`config.mk`:
```
export PLATFORM = sky130hd
export DESIGN_NAME = sample_capture
export DESIGN_NICKNAME = d
export VERILOG_FILES = /design/src/rtl/sample_capture.sv
export SDC_FILE = /design/constraint.sdc
export NUM_CORES = 1
export LEC_CHECK = 0
export CORE_UTILIZATION = 45
export DETAILED_ROUTE_END_ITERATION = 8
export GPL_TIMING_DRIVEN = 0
export PLACE_DENSITY = 0.72
export SLEW_MARGIN = 0
export SYNTH_ARGS = -nofsm -noshare
export SYNTH_HDL_FRONTEND = slang
export SYNTH_SLANG_ARGS = --single-unit
```
`constraint.sdc`:
```
create_clock -name CLK -period 3.9 [get_ports CLK]
set_input_delay 0.78 -clock CLK [delete_from_list [all_inputs] [get_ports CLK]]
set_output_delay 0.78 -clock CLK [all_outputs]
set_load 0.005 [all_outputs]
```
`src/rtl/sample_capture.sv`:
```
// Trigger-based sample capture into an external 8-bit single-port BRAM, with
// a ready/valid readout of the captured window in sample order.
// Optional feature: define SAMPLE_CAPTURE_TRIG_EDGE_EN for an edge trigger,
// which fires on a match only when the previous valid sample did not match.
module sample_capture #(
    parameter int unsigned DEPTH = 3584,
    parameter int unsigned AW    = 12
) (
    input  logic          CLK,
    input  logic          RST,
    input  logic          ARM,
    input  logic          SAMPLE_VALID,
    input  logic [7:0]    SAMPLE_DIN,
    input  logic [7:0]    TRIG_MASK,
    input  logic [7:0]    TRIG_VALUE,
    input  logic [AW-1:0] POST_COUNT,
    input  logic          READ_REQ,
    output logic          RD_VALID,
    output logic [7:0]    RD_DATA,
    input  logic          RD_READY,
    output logic [AW-1:0] MEM_ADDR,
    output logic          MEM_EN,
    output logic          MEM_WE,
    output logic [7:0]    MEM_DIN,
    input  logic [7:0]    MEM_DOUT,
    output logic          ARMED,
    output logic          TRIGGERED,
    output logic          DONE
);

    typedef enum logic [2:0] {
        StIdle, StPre, StPost, StDone, StRdAddr, StRdWait, StRdOut
    } state_e;

    localparam logic [AW-1:0] LastAddr = AW'(DEPTH - 1);
    localparam logic [AW:0]   DepthLen = (AW + 1)'(DEPTH);

    state_e        state_q, state_d;
    logic [AW-1:0] wr_ptr_q, wr_ptr_d;
    logic          wrapped_q, wrapped_d;
    logic [AW-1:0] post_cnt_q, post_cnt_d;
    logic          trig_q, trig_d;
    logic [AW-1:0] rd_ptr_q, rd_ptr_d;
    logic [AW:0]   remaining_q, remaining_d;
    logic [7:0]    rd_data_q, rd_data_d;

    logic          match;
    logic          trig_hit;
    logic          capturing;
    logic          wr_fire;
    logic          do_arm;
    logic [AW-1:0] post_lim;
    logic [AW-1:0] post_cnt_inc;
    logic [AW-1:0] wr_ptr_inc;
    logic [AW-1:0] rd_ptr_inc;
    logic [AW:0]   rd_len;

    assign match        = ((SAMPLE_DIN ^ TRIG_VALUE) & TRIG_MASK) == 8'h00;
    assign capturing    = (state_q == StPre) || (state_q == StPost);
    assign wr_fire      = capturing && SAMPLE_VALID;
    assign do_arm       = ARM && ((state_q == StIdle) || (state_q == StDone));
    // A post-trigger window longer than the buffer would overwrite the trigger itself.
    assign post_lim     = (POST_COUNT > LastAddr) ? LastAddr : POST_COUNT;
    assign post_cnt_inc = post_cnt_q + 1'b1;
    assign wr_ptr_inc   = (wr_ptr_q == LastAddr) ? '0 : wr_ptr_q + 1'b1;
    assign rd_ptr_inc   = (rd_ptr_q == LastAddr) ? '0 : rd_ptr_q + 1'b1;
    assign rd_len       = wrapped_q ? DepthLen : {1'b0, wr_ptr_q};

`ifdef SAMPLE_CAPTURE_TRIG_EDGE_EN
    logic prev_match_q, prev_match_d;

    assign trig_hit = match && !prev_match_q;

    // Remember whether the last valid sample matched; ARM forgets history.
    always_comb begin
        prev_match_d = prev_match_q;
        if (do_arm) begin
            prev_match_d = 1'b0;
        end else if (wr_fire) begin
            prev_match_d = match;
        end
    end

    // Previous-match flag register.
    always_ff @(posedge CLK) begin
        if (RST) begin
            prev_match_q <= 1'b0;
        end else begin
            prev_match_q <= prev_match_d;
        end
    end
`else
    assign trig_hit = match;
`endif

    // Next-state, datapath updates and BRAM/readout outputs.
    always_comb begin
        state_d     = state_q;
        wr_ptr_d    = wr_ptr_q;
        wrapped_d   = wrapped_q;
        post_cnt_d  = post_cnt_q;
        trig_d      = trig_q;
        rd_ptr_d    = rd_ptr_q;
        remaining_d = remaining_q;
        rd_data_d   = rd_data_q;
        MEM_EN      = 1'b0;
        MEM_WE      = 1'b0;
        MEM_ADDR    = '0;
        MEM_DIN     = '0;
        RD_VALID    = 1'b0;

        if (wr_fire) begin
            MEM_EN   = 1'b1;
            MEM_WE   = 1'b1;
            MEM_ADDR = wr_ptr_q;
            MEM_DIN  = SAMPLE_DIN;
            wr_ptr_d = wr_ptr_inc;
            if (wr_ptr_q == LastAddr) begin
                wrapped_d = 1'b1;
            end
        end

        unique case (state_q)
            StIdle: ;
            StPre: begin
                if (wr_fire && trig_hit) begin
                    trig_d  = 1'b1;
                    state_d = (post_lim == '0) ? StDone : StPost;
                end
            end
            StPost: begin
                if (wr_fire) begin
                    post_cnt_d = post_cnt_inc;
                    if (post_cnt_inc >= post_lim) begin
                        state_d = StDone;
                    end
                end
            end
            StDone: begin
                // An empty buffer leaves nothing to stream, so stay put.
                if (!ARM && READ_REQ && (rd_len != '0)) begin
                    rd_ptr_d    = wrapped_q ? wr_ptr_q : '0;
                    remaining_d = rd_len;
                    state_d     = StRdAddr;
                end
            end
            StRdAddr: begin
                MEM_EN   = 1'b1;
                MEM_ADDR = rd_ptr_q;
                state_d  = StRdWait;
            end
            StRdWait: begin
                rd_data_d = MEM_DOUT;
                state_d   = StRdOut;
            end
            StRdOut: begin
                RD_VALID = 1'b1;
                if (RD_READY) begin
                    rd_ptr_d    = rd_ptr_inc;
                    remaining_d = remaining_q - 1'b1;
                    state_d     = (remaining_q == (AW + 1)'(1)) ? StDone : StRdAddr;
                end
            end
            default: state_d = StIdle;
        endcase

        // ARM overrides any readout request made in the same cycle.
        if (do_arm) begin
            wr_ptr_d   = '0;
            wrapped_d  = 1'b0;
            post_cnt_d = '0;
            trig_d     = 1'b0;
            state_d    = StPre;
        end
    end

    // State and datapath registers.
    always_ff @(posedge CLK) begin
        if (RST) begin
            state_q     <= StIdle;
            wr_ptr_q    <= '0;
            wrapped_q   <= 1'b0;
            post_cnt_q  <= '0;
            trig_q      <= 1'b0;
            rd_ptr_q    <= '0;
            remaining_q <= '0;
            rd_data_q   <= '0;
        end else begin
            state_q     <= state_d;
            wr_ptr_q    <= wr_ptr_d;
            wrapped_q   <= wrapped_d;
            post_cnt_q  <= post_cnt_d;
            trig_q      <= trig_d;
            rd_ptr_q    <= rd_ptr_d;
            remaining_q <= remaining_d;
            rd_data_q   <= rd_data_d;
        end
    end

    assign RD_DATA   = rd_data_q;
    assign ARMED     = capturing;
    assign TRIGGERED = trig_q;
    assign DONE      = (state_q == StDone) || (state_q == StRdAddr) ||
                       (state_q == StRdWait) || (state_q == StRdOut);

endmodule

```
# Word-level counts from Yosys, hierarchy flattened
# Index checks and enable logic that the tools add are counted.
[classes] addsub=4 order_cmp=2 eq_ne=20 mux=26 bitwise=3 reduce_logical=23
[ops] op="$mux W12" n=9
[ops] op="$add A12 B1 Y12 const B" n=3
[ops] op="$mux W13" n=2
[ops] op="$pmux W13 S2" n=1
[ops] op="$eq A12 B12 Y1 const B" n=2
[ops] op="$pmux W12 S2" n=1
[ops] op="$pmux W3 S7" n=1
[ops] op="$mux W3" n=6
[ops] op="$eq A13 B1 Y1 const B" n=1
[ops] op="$reduce_bool A13 Y1" n=1
[ops] op="$sub A13 B1 Y13 const B" n=1
[ops] op="$ge A12 B12 Y1" n=1
[ops] op="$gt A12 B12 Y1 const B" n=1
[ops] op="$logic_not A12 Y1" n=1
[ops] op="$reduce_and A6 Y1" n=2
[ops] op="$eq A3 B3 Y1 const B" n=3
[ops] op="$ne A3 B3 Y1 const B" n=3
[ops] op="$and A8 B8 Y8" n=1
[ops] op="$logic_not A8 Y1" n=1
[ops] op="$mux W8" n=1
[ops] op="$ne A2 B2 Y1 const B" n=4
[ops] op="$xor A8 B8 Y8" n=1
[ops] op="$eq A3 B2 Y1 const B" n=2
[ops] op="$ne A3 B2 Y1 const B" n=2
[ops] op="other kinds (12)" n=27
[word_totals] register_bits=62 input_bits=50

# Logic depth before layout (Yosys ltp)
[logic_depth] ltp_word=7 depth_mapped=12 ltp_nobuf=12

# Worst setup path before layout
# OpenSTA, ideal clock, no wires.
[synth_timing] path_kind="input -> register" startpoint="in POST_COUNT[9]" endpoint="reg state_q[0]" setup_ns=0.115 t_arrival_ns=2.583 t_required_ns=3.785 path_slack_ns=1.202 cell_stages=10 n_path_buf=1 cell_sequence="and3_1 > clkbuf_1 > or2_2 > ha_1 > nand2b_1 > a2111oi_0 > o211ai_1 > a21boi_0 > a211oi_1 > o21a_1"
[synth_between] elab_chain_len=7 word_cells_on_any_way=10 classes_between="order compare (2); eq/ne (1); mux (5); reduce/logical (2)"
[synth_rtl] element="from (decl)" line="16" rtl="input logic [AW-1:0] POST_COUNT,"
[synth_rtl] element="$gt A12 B12 Y1" line="63" rtl="assign post_lim = (POST_COUNT > LastAddr) ? LastAddr : POST_COUNT;"
[synth_rtl] element="$mux W12 *" line="63"
[synth_rtl] element="parallel branches: the longest is 5 deep, another holds $ge A12 B12 Y1"
[synth_rtl] element="to (signal assigned)" line="180" rtl="state_q <= StIdle;"
[synth_rtl] element="to (signal assigned)" line="189" rtl="state_q <= state_d;"
[synth_rtl] element="to (decl)" line="38" rtl="state_e state_q, state_d;"
# Mark *: on every way between the ends. The select of a mux whose other input is x is not followed.
# A chain may end at the register's enable or synchronous reset.

# Worst setup path in the final report
[layout_timing] startpoint="in SAMPLE_VALID" endpoint="out MEM_ADDR[10]"
[layout_between] elab_chain_len=3
[layout_rtl] element="from (decl)" line="12" rtl="input logic SAMPLE_VALID,"
[layout_rtl] element="$logic_and A1 B1 Y1" line="60" rtl="assign wr_fire = capturing && SAMPLE_VALID;"
[layout_rtl] element="$mux W12" line="112" rtl="if (wr_fire) begin"
[layout_rtl] element="$mux W12" line="123" rtl="unique case (state_q)"
[layout_rtl] element="to (decl)" line="21" rtl="output logic [AW-1:0] MEM_ADDR,"
# No other way between the ends.

==> impl_metrics.csv <==
group,metric,value,unit
worst_setup_path,regToRegStartpoint,"post_cnt_q[2]",
finish,fin_util,60.0,%
logic_synthesis,synth_cells,518,
drt,wirelength,11600,µm
timing,post-route-period-util,94.7,%
drt,drt_iter0_drc,261,
timing,relSlewSlack,36.9,%
clocking,cts_buffers,9,
logic_synthesis,yosys.area.top_type,"dfxtp_1",
logic_synthesis,synthArstFlopShare,0,%
drt,wl_per_cell,16.0,µm
timing,fin_setup_tns,0,ns
clocking,htreeDepth,3,
floorplan,ios,84,
clocking,ctsResizeCount,0,
worst_setup_path,cp_data_arrival_time,2.91,ns
timing,hold_viol,0,
finish,fin_nets,678,
timing,finalCriticalPeriod,3.69,ns
clocking,clock_path_buffers,2,
finish,insertedDiodeCount,0,
timing,finalSetupViolCount,0,
placement,hpwl,8680,µm
logic_synthesis,synth_fp_nets,585,
timing,fmax,0.271,GHz
floorplan,coreArea,8720,µm²
finish,area_delta_synth_final,28.6,%
logic_synthesis,synth-main-ff-cell,"dfxtp_1",
floorplan,placementRows,34,
logic_synthesis,synth_warnings,0,
power_and_ir_drop,pwr_density_cell,266,nW/µm²
clocking,path_clk_slew,0.07,ns
logic_synthesis,synth-seq-cells,62,
clocking,clock_sinks,62,
worst_setup_path,criticalPathCategory,"input port to output pin",
timing,grt_setup_unrepaired,"false",
global_route,grt-ovfl-total,0,
logic_synthesis,ys_types,58,
global_route,grt_pass1_vias,4063,
logic_synthesis,avgSynthCellArea,7.86,µm²
logic_synthesis,synth.area.top_cells,"dfxtp_1 (30%), nor2_1 (7.1%), xor2_1 (5.4%)",
worst_setup_path,worstSetupStartpoint,"SAMPLE_VALID",
global_route,track_usage,25.3,%
drt,post-route-drc-count,0,
timing,finClkSkew,0.0102,ns
floorplan,fp.dieW,97.1,µm
timing,worstMarginPinSlew,0.933,ns
run_status,outcome,"finished, final reports clean",
floorplan,dieArea,9430,µm²
global_route,use_met3,4.96,%
drt,postRouteAntennaNets,0,
placement,io_buffer_count,82,
clocking,clkLatencyLatePin,0.35,ns
power_and_ir_drop,peakVddDrop,0.174,mV
placement,gp_congestion,0.909,
drt,vias_per_cell,5.70,
worst_setup_path,worstPathMaxFanout,10,
clocking,cts_setup_buffers,0,
logic_synthesis,yosysSeqAreaShare,30.5,%
logic_synthesis,yosysTopAreaCellShare,30.5,%
clocking,root_buffer,"clkbuf_8",
global_route,grt_max_degree,12,
worst_setup_path,crit_path_end_kind,"output pin",
worst_setup_path,crit_end,"MEM_ADDR[10]",
global_route,grt_pass1_wl,19400,µm
logic_synthesis,synth-edff-count,0,
worst_setup_path,start_kind,"input port",
worst_setup_path,rr_worst_depth,10,
clocking,ctsHoldBuffers,0,
logic_synthesis,syn-cell-area,4070,µm²
global_route,grt_busiest_layer,"met2",
global_route,met2_usage,42.7,%
worst_setup_path,rrSetupSlack,0.65,ns
global_route,antenna_found_initial,0,
logic_synthesis,synth_most_common_cell,"nor2_1",
min_path,min_path_type,"register to register",
finish,drive_gt1_share,6.66,%
global_route,met1_usage,31.4,%
timing,drv_slew,0,
power_and_ir_drop,p_leak,1.97,nW
floorplan,chipHeight,97.1,µm
drt,drtPass1Iterations,5,
worst_setup_path,required,3.12,ns
logic_synthesis,synthTopCellsByCount,"nor2_1 (77), dfxtp_1 (62), nand2_1 (46), a21oi_1 (37), xor2_1 (25)",
flow_run,max_cap_viol_count,0,
drt,via_count,4127,
finish,nFillCells,779,
clocking,cts_tree,"built",
worst_setup_path,r2r-end,"state_q[0]",
floorplan,start_util,46.7,%
==> how the worst min path moves through the flow <==
stage | depth (start not counted) | to | slack [ns] | from
after CTS | 2 | remaining_q[8] | 0.48 | remaining_q[8]
after floorplan | 2 | remaining_q[8] | 0.45 | remaining_q[8]
after global placement | 2 | remaining_q[8] | 0.47 | remaining_q[8]
final | 2 | remaining_q[8] | 0.48 | remaining_q[8]
after global routing | 2 | remaining_q[8] | 0.50 | remaining_q[8]
after detailed placement | 2 | remaining_q[8] | 0.47 | remaining_q[8]
==> logic make-up after synthesis <==
| family | synth area share [%] |
|---|---|
| flip-flops | 30.5 |
| buffers and inverters | 5.44 |
| XOR/XNOR | 9.47 |
| AO/OA/AOI/OAI | 20.9 |
| AND/OR/NAND/NOR | 26.1 |
| adder cells (fa/ha/maj) | 5.22 |
| multiplexers | 2.46 |
==> area by class of cell <==
cell class	count	area, µm²	share of cell area, %
multi-input cells	408	2610	49.8
flip-flops and latches	62	1240	23.7
repair buffers	82	821	15.7
clock buffers	11	151	2.89
plain buffers	32	161	3.08
well taps	108	135	2.58
clock inverters	5	57.6	1.10
inverters	16	60.1	1.15
==> power by group <==
group	internal, mW	leakage [nW]	switching, mW
Sequential	0.635	0.499	0.00351
Clock	0.329	0.0976	0.272
Combinational	0.0836	1.37	0.0700
Total	1.05	1.97	0.345
==> stage by stage <==
step | hold WS (ns) | instance area, µm² | total power, mW | cells | setup slack [ns]
global placement | 0.466 | 5030 | 0.802 | 708 | 0.243
CTS | 0.476 | 5240 | 1.40 | 724 | 0.217
floorplan | 0.449 | 4070 | 0.717 | 518 | 1.20
finish | 0.476 | 5240 | 1.39 | 724 | 0.209
global route | 0.496 | 5240 | 1.45 | 724 | 0.0671
detailed placement | 0.466 | 5030 | 0.806 | 708 | 0.221
==> worst max-delay path: stages <==
cell and delay, ns:
clkdlybuf4s50_1 0.53, nand2_1 0.13, inv_1 0.13, buf_2 0.23, clkbuf_1 0.39, a22o_1 0.23, clkdlybuf4s50_1 0.50
==> flip-flops by register name, summed over array words and instances (netlist names) <==
signal	flops
wr_ptr_q	12
state_q	3
RD_DATA	8
post_cnt_q	12
TRIGGERED	1
wrapped_q	1
remaining_q	13
rd_ptr_q	12
==> layer usage <==
metal,vias up,wire [µm]
li1,2041,-
met1,1920,4860
met2,134,5700
met3,32,713
met4,0,321
met5,-,0
==> cells in the final DEF (no fill, tap or decap), types with 4 or more instances in the layout <==
master,synthesis,routed
a21oi_1,37,37
and2_1,10,10
clkbuf_1,22,22
a22o_1,14,14
dfxtp_1,62,62
nand2b_1,4,4
a311oi_1,4,4
nand2_1,46,46
nor2_1,77,77
buf_6,5,5
ha_1,17,17
nand4_1,12,12
nor4_1,7,7
and3_1,6,6
o21ai_0,15,15
a221oi_1,4,4
nor3_1,14,14
xnor2_1,19,19
nand3_1,18,18
clkdlybuf4s50_1,0,82
a22oi_1,5,5
xor2_1,25,25
mux2i_1,10,10
a21o_1,5,5
nor3_2,4,4
nor2b_1,4,4
inv_1,14,14
clkbuf_8,0,11
No activity file was read; power rests on OpenSTA's default activity.
